--- config.mk ---
export PLATFORM = sky130hd
export DESIGN_NAME = prog_loader
export DESIGN_NICKNAME = d
export VERILOG_FILES = /design/src/rtl/prog_loader_pkg.sv /design/src/rtl/prog_loader_byte_pack.sv /design/src/rtl/prog_loader.sv
export SDC_FILE = /design/constraint.sdc
export NUM_CORES = 1
export LEC_CHECK = 0
export CORE_UTILIZATION = 45
export CTS_CLUSTER_DIAMETER = 40
export CTS_CLUSTER_SIZE = 16
export DETAILED_ROUTE_END_ITERATION = 10
export GPL_TIMING_DRIVEN = 0
export PLACE_DENSITY_LB_ADDON = 0.1
export REMOVE_ABC_BUFFERS = 1
export SYNTH_ARGS = -nofsm -noshare
export SYNTH_HDL_FRONTEND = slang
export SYNTH_SLANG_ARGS = --single-unit
--- constraint.sdc ---
create_clock -name clk -period 2.5 [get_ports clk]
set_input_delay 0.375 -clock clk [delete_from_list [all_inputs] [get_ports clk]]
set_output_delay 0.375 -clock clk [all_outputs]
set_load 0.05 [all_outputs]
--- src/rtl/prog_loader_pkg.sv ---
// Shared types for the instruction-memory loader.
// LOADER_CSUM_EN enables the trailing checksum byte and the CSUM/ERR states.
package prog_loader_pkg;

    typedef enum logic [2:0] {
        HDR_HI,
        HDR_LO,
        DATA,
        END,
        CSUM,
        DONE,
        ERR
    } ld_state_e;

    localparam int BYTES_PER_WORD = 4;
    localparam int HDR_BYTES      = 2;

endpackage

--- src/rtl/prog_loader_byte_pack.sv ---
// Packs four stream bytes MSB-first into one 32-bit instruction word.
// word_full_o flags the push that completes a word; word_o is valid then.
module prog_loader_byte_pack
    import prog_loader_pkg::*;
(
    input  logic        clk,
    input  logic        rst_f,
    input  logic        push_i,
    input  logic [7:0]  byte_i,
    output logic [31:0] word_o,
    output logic        word_full_o
);

    logic [23:0] sh_q;
    logic [1:0]  idx_q;

    assign word_o      = {sh_q, byte_i};
    assign word_full_o = push_i && (idx_q == 2'(BYTES_PER_WORD - 1));

    always_ff @(posedge clk or negedge rst_f) begin
        if (!rst_f) begin
            sh_q  <= '0;
            idx_q <= '0;
        end else if (push_i) begin
            sh_q  <= {sh_q[15:0], byte_i};
            idx_q <= idx_q + 2'd1;
        end
    end

endmodule

--- src/rtl/prog_loader.sv ---
// Streams a counted byte image into instruction memory, then releases the core.
// LOADER_CSUM_EN: expect an XOR checksum byte after the last word.
module prog_loader
    import prog_loader_pkg::*;
#(
    parameter int ADDR_W = 16,
    parameter int DATA_W = 32
) (
    input  logic              clk,
    input  logic              rst_f,
    input  logic              in_valid,
    input  logic [7:0]        in_data,
    output logic              in_ready,
    output logic              im_we,
    output logic [ADDR_W-1:0] im_addr,
    output logic [DATA_W-1:0] im_wdata,
    output logic              cpu_rst_f,
    output logic              done,
    output logic              err
);

    ld_state_e         state_q, state_d;
    logic              rdy_q;
    logic              we_q, we_d;
    logic [DATA_W-1:0] wdata_q, wdata_d;
    logic [ADDR_W-1:0] addr_q;
    logic [15:0]       left_q, left_d;
    logic [7:0]        hi_q, hi_d;
    logic [7:0]        csum_q, csum_d;
    logic              done_q, err_q;
    logic              acc, push, full;
    logic [31:0]       word;

    // the write-strobe cycle is the one bubble per word
    assign in_ready = rdy_q && !we_q &&
                      (state_q inside {HDR_HI, HDR_LO, DATA, CSUM});
    assign acc  = in_valid && in_ready;
    assign push = acc && (state_q == DATA);

    prog_loader_byte_pack u_byte_pack (
        .clk         (clk),
        .rst_f       (rst_f),
        .push_i      (push),
        .byte_i      (in_data),
        .word_o      (word),
        .word_full_o (full)
    );

    always_comb begin
        state_d = state_q;
        we_d    = 1'b0;
        wdata_d = wdata_q;
        left_d  = left_q;
        hi_d    = hi_q;
        csum_d  = acc ? (csum_q ^ in_data) : csum_q;
        unique case (state_q)
            HDR_HI: if (acc) begin
                hi_d    = in_data;
                state_d = HDR_LO;
            end
            HDR_LO: if (acc) begin
                left_d  = {hi_q, in_data};
                state_d = ({hi_q, in_data} == 16'd0) ? END : DATA;
            end
            DATA: if (full) begin
                we_d    = 1'b1;
                wdata_d = word;
                left_d  = left_q - 16'd1;
                if (left_q == 16'd1) state_d = END;
            end
`ifdef LOADER_CSUM_EN
            END:  state_d = CSUM;
`else
            END:  state_d = DONE;
`endif
            CSUM: if (acc) begin
                state_d = (in_data == csum_q) ? DONE : ERR;
            end
            DONE, ERR: ;
            default: state_d = HDR_HI;
        endcase
    end

    always_ff @(posedge clk or negedge rst_f) begin
        if (!rst_f) begin
            state_q <= HDR_HI;
            rdy_q   <= 1'b0;
            we_q    <= 1'b0;
            wdata_q <= '0;
            addr_q  <= '0;
            left_q  <= '0;
            hi_q    <= '0;
            csum_q  <= '0;
            done_q  <= 1'b0;
            err_q   <= 1'b0;
        end else begin
            state_q <= state_d;
            rdy_q   <= 1'b1;
            we_q    <= we_d;
            wdata_q <= wdata_d;
            if (we_q) addr_q <= addr_q + ADDR_W'(1);
            left_q  <= left_d;
            hi_q    <= hi_d;
            csum_q  <= csum_d;
            done_q  <= done_q | (state_q == DONE);
            err_q   <= err_q | (state_q == ERR);
        end
    end

    assign im_we     = we_q;
    assign im_addr   = addr_q;
    assign im_wdata  = wdata_q;
    assign cpu_rst_f = done_q;
    assign done      = done_q;
`ifdef LOADER_CSUM_EN
    assign err       = err_q;
`else
    assign err       = 1'b0;
`endif

endmodule
==> run summary, run 1 <==
Pleak: 2.642 nW
unrepaired setup endpoints after global routing: no
data required time at the worst endpoint: 2730 ps
status: complete, but fails checks
Starting Density: 46.48%
GP Congestion: 0.8591
Post-Route WL: 9915 um
die height: 108.3 um
# rows: 38
Detail Route Antenna Nets: 0
Post-CTS Hold Buffers: 0
Clock Latency Late Sink: 340 ps
DRC errors left: 0
Post-Synth XOR/XNOR Area: 5.515%
failing checks: hold timing
max-cap violations: 0
per-cell routed wire length: 16.23 um
core area: 10940 um^2
Logic pwr share: 42.7%
sequential fraction of the synthesis area: 55.15%
clock buffer depth: 2
largest family of logic cells by synthesized area: multiplexers
number of global-route vias before repair: 3304
Slew HR: 37.84%
share of the synthesized area in the top cell type: 55.15%
Max Clock Skew: 8.464 ps
DR pass1 iterations: 6
# diodes: 0
Avg Synthesized Cell Area: 12.40 um^2
Multi-input gate area: 2161 um^2
Horiz. Die Dim: 108.3 um
critical path endpoint category: flop
initial antenna violation count: 0
Synth warnings: 0
sw frac: 40.71%
commonest non-fill, non-tap cell in the layout: dfrtp_1
Fillers: 990
Final min period: 2341 ps
M1 GR Usage: 25.56%
layout cells sized above 1: 20.38%
EDFF count, synth: 0
TNS Setup: 0 ps
Area Growth Syn to Fin: 20.24%
final worst slack: 159.5 ps
Finish-stage setup viols: 0
fmax: 427.3 MHz
Synth Area in Simple Gates: 9.897%
number of synthesized register bits: 112
Yosys cell types: 50
Flop pwr share: 40.4%
Hold Crit Class: input pin to asynchronous set/reset pin
worst ir drop on vdd: 0.8104 mV
multiplexer share of the synthesized area: 16.77%
PD cells: 1318 nW/um^2
Vias: 3318
most frequent cells in the layout: dfrtp_1 (112), clkdlybuf4s50_1 (60), mux2_2 (37), mux2_4 (29), xnor2_1 (26)
Fin Hold WS: -19.97 ps
Slowest-stage cell, CP: or3_4
worst slew pin tran: 930.6 ps
Async SR Flop Fraction: 100.0%
Final nets: 482
synthesized cell area: 5082 um^2
Ports: 64
CTS tree: built
placed insts: 595
Clock Power Share: 16.9%
Root Buffer: clkbuf_16
port bufs: 62
maximum number of pins on one net before global-route repair: 59
post-synth top area cell: dfrtp_1
dpl hpwl: 6500 um
M3 GR Usage: 3.376%
total power: 0.008052 W
total track usage: 18.23%
routed vias/inst: 5.430
NetSw: 0.003278 W
setup bufs post-CTS: 0
Post-Synth Adder-Cell Area: 1.182%
initial DRC count: 94
CTS buffer count: 9
first-pass GRT wire length: 16650 um
WP data arrival: 2570 ps
CP max stage delay: 550 ps
fin crit share: 93.62%
H-tree depth: 3
kind of critical path: flop to flop
final hold vios: 12
peak fanout along the critical path: 33
Internal: 0.004774 W
total gr overflow: 0
Max Slew Vio Count: 0
most crowded layer after global routing: met2
Critical Path, Cell by Cell: inv_2, or3_4, nor2_8, nand2_8, mux2_4
pre-CTS WS: -198.6 ps
die area: 11720 um^2
Post-Layout Cell Count: 611
Num Clock Sinks: 112
Synth area leaders: dfrtp_1 (55%), mux2_4 (8.6%), mux2_2 (8.2%)
Startpoint Class: flop
Post-Synthesis Cells: 410
Main synth FF type: dfrtp_1
grt met2 use: 29.30%
CTS clk-pin slew, worst paths: 80 ps
Register Area: 2803 um^2
Compound-Gate Fraction of Synth Area: 8.419%
[per-layer routing]
metal	vias up	wire length [um]	share of wire [%]
met1	1664	4740	48
met4	0	104	1.0
met5	-	0	0
li1	1576	-	-
met3	8	364	3.7
met2	70	4706	47
[power groups by stage]
stage	combinational [W]	sequential [W]	clock [W]
after floorplan	0.00148	0.00415	0
after global placement	0.00338	0.00325	0
after detailed placement	0.00345	0.00328	0
after CTS	0.00347	0.00325	0.00140
after global routing	0.00369	0.00337	0.00146
final	0.00344	0.00325	0.00136
[per-stage QoR]
step	instance area [um^2]	hold WS [ps]	util, %
2_1_floorplan	4971	79.41	-
3_3_place_gp	5767	457.3	52.73
3_5_place_dp	5817	367.0	53.19
4_1_cts	6115	5.632	55.92
5_1_grt	6111	23.25	55.88
6_report	6111	-19.97	55.88
[worst max-delay path, delay by kind of cell, from the launching register on]
| family | cells | cell delay (ps) |
|---|---|---|
| simple gates | 3 | 1190 |
| mux | 1 | 380 |
| flops | 1 | 530 |
| buf+inv | 1 | 110 |
[cell families after synthesis]
family,count (synthesis)
compound gates,69
other cells,2
simple gates,95
mux,66
fa+ha+maj,5
xor+xnor,32
flops,112
buf+inv,29
[flip-flops by register name, indices dropped and copies added, names as in the netlist]
register and cells:
im_we 1, csum_q 8, hi_q 8, cpu_rst_f 1, im_wdata 32, im_addr 16
state_q 3, left_q 16, u_byte_pack.sh_q 24, rdy_q 1, u_byte_pack.idx_q 2
[synthesized netlist by cell type, drive strengths merged, types with 9 or more instances]
| cell type | number |
|---|---|
| a21oi | 22 |
| nor3 | 10 |
| mux2 | 66 |
| nand4 | 10 |
| xnor2 | 26 |
| dfrtp | 112 |
| inv | 10 |
| clkbuf | 10 |
| o21ai | 18 |
| buf | 9 |
| nor2 | 24 |
| nand2 | 24 |
[area by class of cell]
| cell class | instances | area share, % |
|---|---|---|
| clock buffer | 9 | 3.686 |
| clock inverter | 6 | 0.8804 |
| inverter | 10 | 0.6143 |
| multi-input combinational | 270 | 35.36 |
| sequential | 112 | 45.86 |
| tap | 140 | 2.867 |
| timing repair buffer | 64 | 10.73 |
[timing repair]
item / in CTS / in global routing
cloned: 1 / 0
pin swaps: 1 / 0
gates resized for setup: 2 / 3
endpoints found under the setup margin: 33 / 1
endpoints found under the hold margin: 0 / 0
[final timing paths]
path	start	to	slack, ps	depth (start not counted)
max	state_q[1]	im_wdata[21]	160	5
min	rst_f	im_addr[6]	-20	1
max reg2reg	state_q[1]	im_wdata[21]	160	5
min reg2reg	im_addr[15]	im_addr[15]	470	1
max in group asynchronous	rst_f	csum_q[4]	1860	2
min in group clk	im_addr[15]	im_addr[15]	470	1
Power figures use the tool's default switching activity.
==> run 2, diff against run 1 <==
- SKIP_CTS_REPAIR_TIMING: not set -> 1
==> run 2 against run 1 <==
The flow still finishes with violations (hold timing). Routed wire length shrank 0.35%. Register-to-register slack gained 20 ps. Clock skew shrank 1.1 ps. Utilization grew 0.069 points. Design area grew 0.12%. Sequential share of layout area shrank 0.056 points. Setup slack gained 16 ps. Combinational power is essentially flat. Die area is the same. Flip-flop and latch count is the same. Critical path type unchanged. Largest cell class unchanged.
==> run summary, run 2 (synthesis gave the netlist of run 1 again) <==
# diodes: 0 (unchanged)
fmax: 430.3 MHz (+0.71%)
routed vias/inst: 5.416 (-0.27%)
dpl hpwl: 6500 um (unchanged)
Fillers: 988 (-0.20%)
core area: 10940 um^2 (unchanged)
layout cells sized above 1: 20.17% (-0.21 points)
Vias: 3309 (-0.27%)
Max Slew Vio Count: 0 (unchanged)
GP Congestion: 0.8591 (unchanged)
Num Clock Sinks: 112 (unchanged)
initial antenna violation count: 0 (unchanged)
Ports: 64 (unchanged)
Fin Hold WS: -16.71 ps (+3.261 ps)
initial DRC count: 120 (+28%)
Finish-stage setup viols: 0 (unchanged)
number of global-route vias before repair: 3291 (-0.39%)
status: complete, but fails checks
TNS Setup: 0 ps (unchanged)
Startpoint Class: flop
WP data arrival: 2550 ps (-20 ps)
worst ir drop on vdd: 0.8097 mV (about the same)
most frequent cells in the layout: dfrtp_1 (112), clkdlybuf4s50_1 (60), mux2_2 (37), mux2_4 (29), xnor2_1 (26)
Final min period: 2324 ps (-16.49 ps)
unrepaired setup endpoints after global routing: no
fin crit share: 92.96% (-0.66 points)
Slew HR: 38.70% (+0.86 points)
Hold Crit Class: input pin to asynchronous set/reset pin
Max Clock Skew: 7.355 ps (-1.110 ps)
Clock Latency Late Sink: 340 ps (about the same)
worst slew pin tran: 917.8 ps (-12.88 ps)
clock buffer depth: 2 (unchanged)
CTS buffer count: 9 (unchanged)
Post-Route WL: 9880 um (-0.35%)
port bufs: 62 (unchanged)
data required time at the worst endpoint: 2730 ps (about the same)
peak fanout along the critical path: 33 (unchanged)
per-cell routed wire length: 16.17 um (-0.35%)
kind of critical path: flop to flop
CTS clk-pin slew, worst paths: 70 ps (about the same)
DRC errors left: 0 (unchanged)
die area: 11720 um^2 (unchanged)
Pleak: 2.654 nW (+0.42%)
Horiz. Die Dim: 108.3 um (unchanged)
final hold vios: 11 (-1)
maximum number of pins on one net before global-route repair: 59 (unchanged)
max-cap violations: 0 (unchanged)
Starting Density: 46.48% (unchanged)
die height: 108.3 um (unchanged)
Final nets: 482 (unchanged)
Detail Route Antenna Nets: 0 (unchanged)
Root Buffer: clkbuf_16
failing checks: hold timing
DR pass1 iterations: 4 (-2)
total track usage: 17.88% (-0.35 points)
critical path endpoint category: flop
CTS tree: built
Area Growth Syn to Fin: 20.38%
total gr overflow: 0 (unchanged)
max reg flops: 32 (unchanged)
commonest non-fill, non-tap cell in the layout: dfrtp_1
PD cells: 1316 nW/um^2 (-0.14%)
first-pass GRT wire length: 16400 um (-1.5%)
# rows: 38 (unchanged)
H-tree depth: 3 (unchanged)
## run 2: changes by cell type in the layout (fill, tap and decap cells not counted)
| cell | previous run | this run |
|---|---|---|
| dlymetal6s2s_1 | 0 | 1 |
| clkbuf_2 | 1 | 0 |
## run 2: per-stage QoR
stage / instance area (um^2) / utilization, % / std cells / setup WS [ps] / total power, W
final: 6118 / 55.95 / 611 / 176.0 / 0.008050
after floorplan: 4971 / - / 391 / 223.2 / 0.005630
after detailed placement: 5817 / 53.19 / 595 / -198.6 / 0.006730
after global placement: 5767 / 52.73 / 593 / -3334 / 0.006625
after CTS: 6096 / 55.74 / 610 / -214.8 / 0.008110
after global routing: 6118 / 55.95 / 611 / 49.09 / 0.008528
## run 2: area by class of cell
type	instances	area [um^2]	area share [%]
inverter	10	37.54	0.6135
clock inverter	6	53.80	0.8793
sequential	112	2803	45.81
timing repair buffer	64	663.1	10.84
tap	140	175.2	2.863
multi-input combinational	270	2161	35.32
clock buffer	9	225.2	3.681
## run 2: worst paths after layout
path	to	depth (start not counted)	slack [ps]	start
worst max-delay path	im_wdata[23]	5	180	state_q[1]
worst min-delay path	im_addr[6]	1	-20	rst_f
worst max register to register	im_wdata[23]	5	180	state_q[1]
worst min register to register	im_addr[15]	1	470	im_addr[15]
max in group asynchronous	csum_q[4]	2	1860	rst_f
min in group clk	im_addr[15]	1	470	im_addr[15]
## run 2: worst max-delay path: stages (launching register included)
cell and delay [ps]:
dfrtp_1 530, inv_2 110, or3_4 550, nor2_8 350, nand2_8 280, mux2_4 370
## run 2: metal layers
layer  vias to the layer above  wire length [um]  GRT usage [%]
met5                         -                 0              0
met4                         0               106          4.537
met3                         8               388          3.376
met2                        71              4706          28.84
met1                      1660              4678          24.89
li1                       1570                 -              -
## run 2: power by group
part / total [W] / switching, W / internal [W]
clock network: 0.00136 / 0.000673 / 0.000687
logic: 0.00344 / 0.00193 / 0.00151
registers: 0.00325 / 0.000664 / 0.00258
==> run 3, diff against run 2 <==
- CORE_UTILIZATION: 45 -> 55
- PLACE_DENSITY: not set -> 0.79
- PLACE_DENSITY_LB_ADDON: 0.1 -> not set
==> run 3 against run 2 <==
Maximum frequency is 0.60% lower. Critical path type unchanged. Critical endpoint is now im_wdata[15]. Count of clock-buffer cells in the layout is 1 higher. Die area is 18% lower. Design area is 2.1% lower. Sequential share of layout area is 0.98 points higher. Register-to-register slack hardly changed. The flow finishes with violations (DRC). Via count is 2.9% higher.
==> run summary, run 3 (synthesis gave the netlist of run 1 again) <==
status: complete, but fails checks
Post-Route WL: 9807 um (-0.74%)
initial DRC count: 207 (+73%)
die height: 98.13 um (-9.4%)
first-pass GRT wire length: 16560 um (+0.97%)
Final nets: 483 (+0.21%)
Clock Latency Late Sink: 360 ps (+20 ps)
unrepaired setup endpoints after global routing: no
Fin Hold WS: 479.3 ps (+496.0 ps)
WP data arrival: 2590 ps (+40 ps)
commonest non-fill, non-tap cell in the layout: dfrtp_1
# rows: 34 (-11%)
number of global-route vias before repair: 3349 (+1.8%)
Fillers: 660 (-33%)
core area: 8848 um^2 (-19%)
failing checks: DRC
dpl hpwl: 6544 um (+0.68%)
final hold vios: 0 (-11)
port bufs: 62 (unchanged)
Horiz. Die Dim: 98.13 um (-9.4%)
per-cell routed wire length: 16.88 um (+4.4%)
maximum number of pins on one net before global-route repair: 77 (+31%)
Register Area: 2803 um^2 (unchanged)
Critical Path, Cell by Cell: inv_2, or3_4, nor2_8, nand2_8, mux2_4
PD cells: 1297 nW/um^2 (-1.4%)
max-cap violations: 0 (unchanged)
family with the most delay on the worst path: simple AND/OR/NAND/NOR gates
Pleak: 2.625 nW (-1.1%)
worst slew pin tran: 781.3 ps (-136.5 ps)
fin crit share: 93.53% (+0.57 points)
Multi-input gate area: 2161 um^2 (unchanged)
critical path endpoint category: flop
Vias: 3406 (+2.9%)
layout cells sized above 1: 20.08% (-0.085 points)
most frequent cells in the layout: dfrtp_1 (112), clkdlybuf4s50_1 (60), mux2_2 (37), mux2_4 (29), xnor2_1 (26)
H-tree depth: 3 (unchanged)
Root Buffer: clkbuf_8
Max Slew Vio Count: 0 (unchanged)
CTS buffer count: 9 (unchanged)
# diodes: 0 (unchanged)
Startpoint Class: flop
total track usage: 21.55% (+3.7 points)
Hold Crit Class: flop to flop
Final min period: 2338 ps (+14.14 ps)
Starting Density: 57.44% (+11 points)
routed vias/inst: 5.862 (+8.2%)
CTS tree: built
fmax: 427.7 MHz (-0.60%)
Detail Route Antenna Nets: 0 (unchanged)
Slew HR: 47.82% (+9.1 points)
Ports: 64 (unchanged)
Slowest-stage cell, CP: or3_4
TNS Setup: 0 ps (unchanged)
CP max stage delay: 560 ps (about the same)
DRC errors left: 6 (+6)
GP Congestion: 0.8538 (-0.62%)
Finish-stage setup viols: 0 (unchanged)
worst ir drop on vdd: 0.7393 mV (-8.7%)
data required time at the worst endpoint: 2750 ps (+20 ps)
peak fanout along the critical path: 33 (unchanged)
CTS clk-pin slew, worst paths: 110 ps (+40 ps)
DR pass1 iterations: 10 (+6)
kind of critical path: flop to flop
final worst slack: 161.8 ps (-14.14 ps)
total gr overflow: 0 (unchanged)
Critical path buffers and inverters: 1 (unchanged)
pre-CTS WS: -244.0 ps (-45.41 ps)
max reg flops: 32 (unchanged)
initial antenna violation count: 0 (unchanged)
clock buffer depth: 2 (unchanged)
Num Clock Sinks: 112 (unchanged)
Max Clock Skew: 13.54 ps (+6.180 ps)
die area: 9630 um^2 (-18%)
Area Growth Syn to Fin: 17.87%
-- run 3: cell types whose count changed in the layout (fill, tap and decap cells not counted), sizes merged --
cell / delta
clkbuf: +1
clkinvlp: -3
dlygate4sd3: +1
inv: +3
-- run 3: final timing paths --
check / from / to / slack, ps / cells after the start
max: state_q[1] / im_wdata[15] / 160 / 5
min: im_addr[15] / im_addr[15] / 480 / 1
max reg2reg: state_q[1] / im_wdata[15] / 160 / 5
min reg2reg: im_addr[15] / im_addr[15] / 480 / 1
max in group asynchronous: rst_f / hi_q[2] / 1270 / 3
min in group asynchronous: rst_f / im_addr[5] / 520 / 2
-- run 3: power breakdown --
group | internal, W | switching, W | total [W]
Sequential | 0.00258 | 0.000683 | 0.00326
Combinational | 0.00151 | 0.00197 | 0.00348
Clock | 0.000391 | 0.000640 | 0.00103
-- run 3: layout make-up --
class | count | area share, %
Sequential cell | 112 | 46.78
Clock buffer | 10 | 2.130
Clock inverter | 6 | 0.9607
Timing Repair Buffer | 65 | 11.17
Multi-Input combinational cell | 270 | 36.07
Inverter | 10 | 0.6266
Tap cell | 108 | 2.256
-- run 3: per-stage QoR --
step | instances | total power [W] | cell area [um^2] | utilization [%]
after floorplan | 391 | 0.005630 | 4971 | -
after global placement | 561 | 0.006594 | 5727 | 64.72
after detailed placement | 563 | 0.006743 | 5768 | 65.19
after CTS | 579 | 0.007774 | 5953 | 67.28
after global routing | 581 | 0.008210 | 5991 | 67.70
final | 581 | 0.007771 | 5991 | 67.70
-- run 3: layer usage --
layer  up-vias  GRT usage (%)  wire length, um
met5         -              0                0
met2       116          34.45             4663
li1       1576              -                -
met3        11          4.366              553
met1      1703          30.01             4477
met4         0          6.544              112
